## src/rtl/mult_arbiter_pkg.sv

```systemverilog
// Shared constants and FSM encoding for the multiplier-sharing arbiter family.
package mult_arbiter_pkg;

    localparam int DEF_N = 2;
    localparam int DEF_W = 8;

    typedef enum logic [1:0] {
        IDLE  = 2'd0,
        START = 2'd1,
        RUN   = 2'd2
    } arb_state_t;

endpackage

```

## src/rtl/mult_arbiter_if.sv

```systemverilog
// Requester-side and multiplier-side signals of the arbiter, bundled as one interface.
interface mult_arbiter_if #(
    parameter int N = mult_arbiter_pkg::DEF_N,
    parameter int W = mult_arbiter_pkg::DEF_W
) ();

    logic [N-1:0]   req;
    logic [N*W-1:0] a_flat;
    logic [N*W-1:0] b_flat;
    logic [N-1:0]   gnt;
    logic [N-1:0]   done;
    logic [2*W-1:0] y;
    logic           busy;
    logic           mul_start;
    logic [W-1:0]   mul_a;
    logic [W-1:0]   mul_b;
    logic           mul_busy;
    logic [2*W-1:0] mul_y;

    // master: the arbiter itself; slave: requesters plus the external multiplier
    modport master (
        input  req, a_flat, b_flat, mul_busy, mul_y,
        output gnt, done, y, busy, mul_start, mul_a, mul_b
    );

    modport slave (
        output req, a_flat, b_flat, mul_busy, mul_y,
        input  gnt, done, y, busy, mul_start, mul_a, mul_b
    );

endinterface

```

## src/rtl/mult_arbiter_rr_pick.sv

```systemverilog
// Combinational round-robin select: first set request after i_last, wrapping modulo N.
module mult_arbiter_rr_pick #(
    parameter int N  = 2,
    parameter int IW = $clog2(N)
) (
    input  logic [N-1:0]  i_req,
    input  logic [IW-1:0] i_last,
    output logic [IW-1:0] o_winner,
    output logic          o_valid
);

    localparam int IW1 = IW + 1;

    logic [IW-1:0] w_cand [N];

    // w_cand[gi] is the requester gi+1 places after the last grant
    genvar gi;
    generate
        for (gi = 0; gi < N; gi++) begin : g_cand
            logic [IW:0] w_sum;
            assign w_sum       = {1'b0, i_last} + IW1'(gi + 1);
            assign w_cand[gi]  = (w_sum >= IW1'(N)) ? IW'(w_sum - IW1'(N)) : w_sum[IW-1:0];
        end
    endgenerate

    always_comb begin
        o_winner = '0;
        o_valid  = 1'b0;
        for (int k = N - 1; k >= 0; k--) begin
            if (i_req[w_cand[k]]) begin
                o_winner = w_cand[k];
                o_valid  = 1'b1;
            end
        end
    end

endmodule

```

## src/rtl/mult_arbiter.sv

```systemverilog
// Round-robin arbiter sharing one external multiplier among N requesters.
module mult_arbiter
    import mult_arbiter_pkg::*;
#(
    parameter int N = DEF_N,
    parameter int W = DEF_W
) (
    input  logic           clk,
    input  logic           rst_n,
    mult_arbiter_if.master bus
);

    localparam int IW = $clog2(N);

    arb_state_t     r_state;
    arb_state_t     w_state_next;
    logic [IW-1:0]  r_last,  w_last_next;
    logic [N-1:0]   r_gnt,   w_gnt_next;
    logic [N-1:0]   r_done,  w_done_next;
    logic [2*W-1:0] r_y,     w_y_next;
    logic           r_busy,  w_busy_next;
    logic           r_start, w_start_next;
    logic [W-1:0]   r_mul_a, w_mul_a_next;
    logic [W-1:0]   r_mul_b, w_mul_b_next;

    logic [IW-1:0]  w_winner;
    logic           w_pick_valid;
    logic [W-1:0]   w_a [N];
    logic [W-1:0]   w_b [N];

    genvar gi;
    generate
        for (gi = 0; gi < N; gi++) begin : g_unpack
            assign w_a[gi] = bus.a_flat[gi*W +: W];
            assign w_b[gi] = bus.b_flat[gi*W +: W];
        end
    endgenerate

    mult_arbiter_rr_pick #(.N(N), .IW(IW)) u_pick (
        .i_req    (bus.req),
        .i_last   (r_last),
        .o_winner (w_winner),
        .o_valid  (w_pick_valid)
    );

    always_ff @(posedge clk or negedge rst_n) begin
        if (!rst_n) begin
            r_state <= IDLE;
            r_last  <= IW'(N - 1);
            r_gnt   <= '0;
            r_done  <= '0;
            r_y     <= '0;
            r_busy  <= 1'b0;
            r_start <= 1'b0;
            r_mul_a <= '0;
            r_mul_b <= '0;
        end else begin
            r_state <= w_state_next;
            r_last  <= w_last_next;
            r_gnt   <= w_gnt_next;
            r_done  <= w_done_next;
            r_y     <= w_y_next;
            r_busy  <= w_busy_next;
            r_start <= w_start_next;
            r_mul_a <= w_mul_a_next;
            r_mul_b <= w_mul_b_next;
        end
    end

    // r_last doubles as the owner of the transaction in flight
    always_comb begin
        w_state_next = r_state;
        w_last_next  = r_last;
        w_gnt_next   = '0;
        w_done_next  = '0;
        w_y_next     = r_y;
        w_start_next = 1'b0;
        w_mul_a_next = r_mul_a;
        w_mul_b_next = r_mul_b;
        case (r_state)
            IDLE: begin
                if (w_pick_valid && !bus.mul_busy) begin
                    w_state_next = START;
                    w_last_next  = w_winner;
                    w_gnt_next   = {{(N-1){1'b0}}, 1'b1} << w_winner;
                    w_start_next = 1'b1;
                    w_mul_a_next = w_a[w_winner];
                    w_mul_b_next = w_b[w_winner];
                end
            end
            START: w_state_next = RUN;
            RUN: begin
                if (!bus.mul_busy) begin
                    w_state_next = IDLE;
                    w_y_next     = bus.mul_y;
                    w_done_next  = {{(N-1){1'b0}}, 1'b1} << r_last;
                end
            end
            default: w_state_next = IDLE;
        endcase
        w_busy_next = (w_state_next != IDLE);
    end

    assign bus.gnt       = r_gnt;
    assign bus.done      = r_done;
    assign bus.y         = r_y;
    assign bus.busy      = r_busy;
    assign bus.mul_start = r_start;
    assign bus.mul_a     = r_mul_a;
    assign bus.mul_b     = r_mul_b;

endmodule

```

## src/flat_wrapper.sv

```systemverilog
// flat-port wrapper written by rule: the top's interface ports become plain ports
module mult_arbiter_flat import mult_arbiter_pkg::*;
#(
    parameter int N = DEF_N,
    parameter int W = DEF_W
)
  (clk, rst_n, bus_req, bus_a_flat, bus_b_flat, bus_mul_busy, bus_mul_y, bus_gnt, bus_done, bus_y, bus_busy, bus_mul_start, bus_mul_a, bus_mul_b);
  mult_arbiter_if #(.N(N), .W(W)) bus_i ();
  input  logic clk;
  input  logic rst_n;
  input wire logic [$bits(bus_i.req)-1:0] bus_req;
  input wire logic [$bits(bus_i.a_flat)-1:0] bus_a_flat;
  input wire logic [$bits(bus_i.b_flat)-1:0] bus_b_flat;
  input wire logic [$bits(bus_i.mul_busy)-1:0] bus_mul_busy;
  input wire logic [$bits(bus_i.mul_y)-1:0] bus_mul_y;
  output wire logic [$bits(bus_i.gnt)-1:0] bus_gnt;
  output wire logic [$bits(bus_i.done)-1:0] bus_done;
  output wire logic [$bits(bus_i.y)-1:0] bus_y;
  output wire logic [$bits(bus_i.busy)-1:0] bus_busy;
  output wire logic [$bits(bus_i.mul_start)-1:0] bus_mul_start;
  output wire logic [$bits(bus_i.mul_a)-1:0] bus_mul_a;
  output wire logic [$bits(bus_i.mul_b)-1:0] bus_mul_b;
  assign bus_i.req = bus_req;
  assign bus_i.a_flat = bus_a_flat;
  assign bus_i.b_flat = bus_b_flat;
  assign bus_i.mul_busy = bus_mul_busy;
  assign bus_i.mul_y = bus_mul_y;
  assign bus_gnt = bus_i.gnt;
  assign bus_done = bus_i.done;
  assign bus_y = bus_i.y;
  assign bus_busy = bus_i.busy;
  assign bus_mul_start = bus_i.mul_start;
  assign bus_mul_a = bus_i.mul_a;
  assign bus_mul_b = bus_i.mul_b;
  mult_arbiter #(.N(N), .W(W)) u_core (.clk(clk), .rst_n(rst_n), .bus(bus_i));
endmodule
```

## config.mk

```make
export PLATFORM = sky130hd
export DESIGN_NAME = mult_arbiter_flat
export DESIGN_NICKNAME = d
export VERILOG_FILES = /design/src/rtl/mult_arbiter_pkg.sv /design/src/rtl/mult_arbiter_if.sv /design/src/rtl/mult_arbiter_rr_pick.sv /design/src/rtl/mult_arbiter.sv /design/src/flat_wrapper.sv
export SDC_FILE = /design/constraint.sdc
export NUM_CORES = 1
export LEC_CHECK = 0
export CELL_PAD_IN_SITES_DETAIL_PLACEMENT = 2
export CELL_PAD_IN_SITES_GLOBAL_PLACEMENT = 2
export CORE_MARGIN = 3
export CORE_UTILIZATION = 26
export DETAILED_ROUTE_END_ITERATION = 8
export PLACE_DENSITY_LB_ADDON = 0.15
export SYNTH_ARGS = -nofsm -noshare
export SYNTH_HDL_FRONTEND = slang
export SYNTH_SLANG_ARGS = --single-unit
```

## constraint.sdc

```tcl
create_clock -name clk -period 3.6 [get_ports clk]
set_input_delay 0.72 -clock clk [delete_from_list [all_inputs] [get_ports clk]]
set_output_delay 0.72 -clock clk [all_outputs]
set_load 0.02 [all_outputs]
```

==> results.json <==
{
  "internal_power_w": 0.00132,
  "period_share_pct": 66.9,
  "p_seq_share_pct": 37.9,
  "syn_nets": 188,
  "dp_hpwl_mm": 4.04,
  "p_comb_share_pct": 48.1,
  "hp-class": "register to register",
  "cts_resized": 0,
  "report.final.slew_viol_count": 0,
  "sw_frac_of_total_pct": 35.7,
  "yosys.cell_types.count": 23,
  "finalSetupViolations": 0,
  "grt_start_max_net_pins": 42,
  "max_slew_margin_pct": 40.8,
  "drive_gt1_share_pct": 15.8,
  "ys.flop_type": "dfrtp_1",
  "synth-compound-area-share_pct": 10.4,
  "dieArea_um2": 7880,
  "clkTransAtPathRegs_ns": 0.08,
  "first_iter_violations": 46,
  "synth-edff-count": 0,
  "core_um2": 6490,
  "drt-pass1-iter-count": 4,
  "grt_first_pass_wirelength_mm": 8.69,
  "vias": 1431,
  "fin_nets": 274,
  "diodes": 0,
  "htree_levels": 2,
  "antenna_found_initial": 0,
  "grt_pass1_vias": 1718,
  "leakage_nw": 1.13,
  "start_util_pct": 27.4,
  "cts_hold_buffers": 0,
  "synth-seq-cells": 41,
  "totalWireLength_mm": 5.27,
  "yosysTopAreaCell": "dfrtp_1",
  "drtAntennaViolNets": 0,
  "yosys_warnings": 0,
  "setup_ws_ns": 1.19,
  "boundaryPins": 91,
  "io_buffers": 90,
  "tightest_slew_ns": 0.888,
  "p_switching_w": 0.000734,
  "r2r_setup_slack_ns": 1.88,
  "die_h_um": 88.8,
  "cts_buffers": 5,
  "cap_violations": 0,
  "clock_sink_count": 41,
  "synth_top_family_by_area": "simple AND/OR/NAND/NOR gates",
  "rows": 29,
  "postSynthAreaPerCell_um2": 13.2,
  "global_route.usage.total_pct": 14.3,
  "clock_power_share_pct": 14.1,
  "syn_inst": 135,
  "synthXorXnorAreaFrac_pct": 0,
  "clock_latency_ns": 0.28,
  "final_util_pct": 42.1,
  "synthTopCellsByArea": "dfrtp_1, mux2_2, a221o_1, nor3_2, nand2_1",
  "die_w_um": 88.8,
  "cts-root-buf": "clkbuf_8",
  "min_period_ns": 2.41,
  "dp_slack_ns": 0.813,
  "ir_drop_uv": 173,
  "netlist.area_leader.share_pct": 56.2,
  "critical_path_class": "input port to register",
  "cp.required_ns": 3.77,
  "cp.arrival_ns": 2.58,
  "routedWlPerCell_um": 17.6,
  "async_flop_share_pct": 100,
  "fin_tns_setup_ns": 0,
  "gp_congestion": 0.652,
  "end_kind": "register",
  "seq_area_frac_synth_pct": 57.7,
  "finalHoldViolCount": 0,
  "drc": 0,
  "cp_max_fo": 19,
  "synth_simple_gate_area_share_pct": 14.1,
  "skew_ns": 0.00171,
  "avgViaCountPerCell": 4.79,
  "status": "complete, no violations",
  "worst_setup_path_start_kind": "input port",
  "tritoncts": "built",
  "syn_area_um2": 1780,
  "rsz0062_at_grt": "false",
  "postCtsSetupRepairBufs": 0,
  "synthMuxAreaShare_pct": 10.1,
  "synth_fa_ha_area_share_pct": 0,
  "syn_to_final_growth_pct": 53.8,
  "cts.path.max_buffers": 2,
  "fmax_mhz": 415,
  "gr-total-overflow": 0,
  "power.density_nw_per_um2": 751
}
cells in the mapped netlist (all sizes together) (2+ instances only):
master and instances:
dfrtp 40, nor3 17, a221o 16, nor2b 3, o21ai 2, buf 10, inv 3, mux2 16
nand2 18
cell families (layout without fill, tap and decap cells):
family / after synthesis / count (layout)
flops: 41 / 41
simple gates: 43 / 43
compound gates: 20 / 20
buf+inv: 15 / 102
mux: 16 / 16
final cells by class:
class / count / area [µm²]
clock buffers: 7 / 76.3
clock inverters: 1 / 5.00
fillers: 670 / 3760
inverters: 3 / 11.3
multi-input cells: 79 / 618
flip-flops and latches: 41 / 1030
well taps: 77 / 96.3
repair buffers: 91 / 903
routing by layer:
| metal | track usage (%) | share of wire, % |
|---|---|---|
| met5 | 0 | 0 |
| met4 | 3.71 | 1.1 |
| met3 | 4.19 | 6.8 |
| met2 | 25.0 | 52 |
| met1 | 17.1 | 40 |
registers in the layout, summed over array words and instances (netlist names):
| signal | count |
|---|---|
| u_core.bus.y | 16 |
| u_core.bus.mul_a | 8 |
| u_core.bus.mul_b | 8 |
| u_core.bus.done | 2 |
| u_core.bus.gnt | 2 |
| u_core.r_state | 2 |
| u_core.bus.busy | 1 |
| u_core.bus.mul_start | 1 |
| u_core.r_last | 1 |
worst max-delay path: stages:
cell             delay, ns
clkdlybuf4s50_1       0.91
nand2_1               0.12
and3_1                0.43
a221o_1               0.39
final timing paths:
| check | startpoint | to | depth (start not counted) |
|---|---|---|---|
| min reg2reg | u_core.bus.y[14]$_DFFE_PN0P_ | u_core.bus.y[14]$_DFFE_PN0P_ | 1 |
| max | bus_req[0] | u_core.bus.mul_a[6]$_DFFE_PN0P_ | 4 |
| max reg2reg | u_core.r_state[1]$_DFF_PN0_ | u_core.bus.y[1]$_DFFE_PN0P_ | 3 |
| min | u_core.bus.y[14]$_DFFE_PN0P_ | u_core.bus.y[14]$_DFFE_PN0P_ | 1 |
| max in group asynchronous | rst_n | u_core.bus.mul_a[1]$_DFFE_PN0P_ | 1 |
| min in group asynchronous | rst_n | u_core.bus.y[10]$_DFFE_PN0P_ | 1 |
cell usage in the layout, fill, tap and decap left out, types with 2 or more instances in the layout:
cell              n
nor3_2            9
clkdlybuf4s50_1  89
mux2_2           16
clkbuf_1          2
nor3_1            8
a221o_1          16
nand2_1          18
clkbuf_8          5
inv_1             3
dfrtp_1          40
nor2b_1           2
stage by stage:
| stage | power [W] | hold slack [ns] | area (µm²) | std cells |
|---|---|---|---|---|
| floorplan | 0.00130 | 0.424 | 1780 | 135 |
| global placement | 0.00175 | 0.488 | 2660 | 291 |
| detailed placement | 0.00180 | 0.500 | 2660 | 291 |
| CTS | 0.00209 | 0.518 | 2740 | 299 |
| global route | 0.00219 | 0.538 | 2740 | 299 |
| finish | 0.00205 | 0.512 | 2740 | 299 |
power by group through the flow:
stage / clock network, W / logic (W) / registers [W]
3_5_place_dp: 0 / 0.00101 / 0.000790
5_1_grt: 0.000322 / 0.00105 / 0.000811
2_1_floorplan: 0 / 0.000297 / 0.000999
6_report: 0.000289 / 0.000988 / 0.000778
4_1_cts: 0.000303 / 0.00101 / 0.000785
3_3_place_gp: 0 / 0.000978 / 0.000772
No activity file was read; power rests on OpenSTA's default activity.
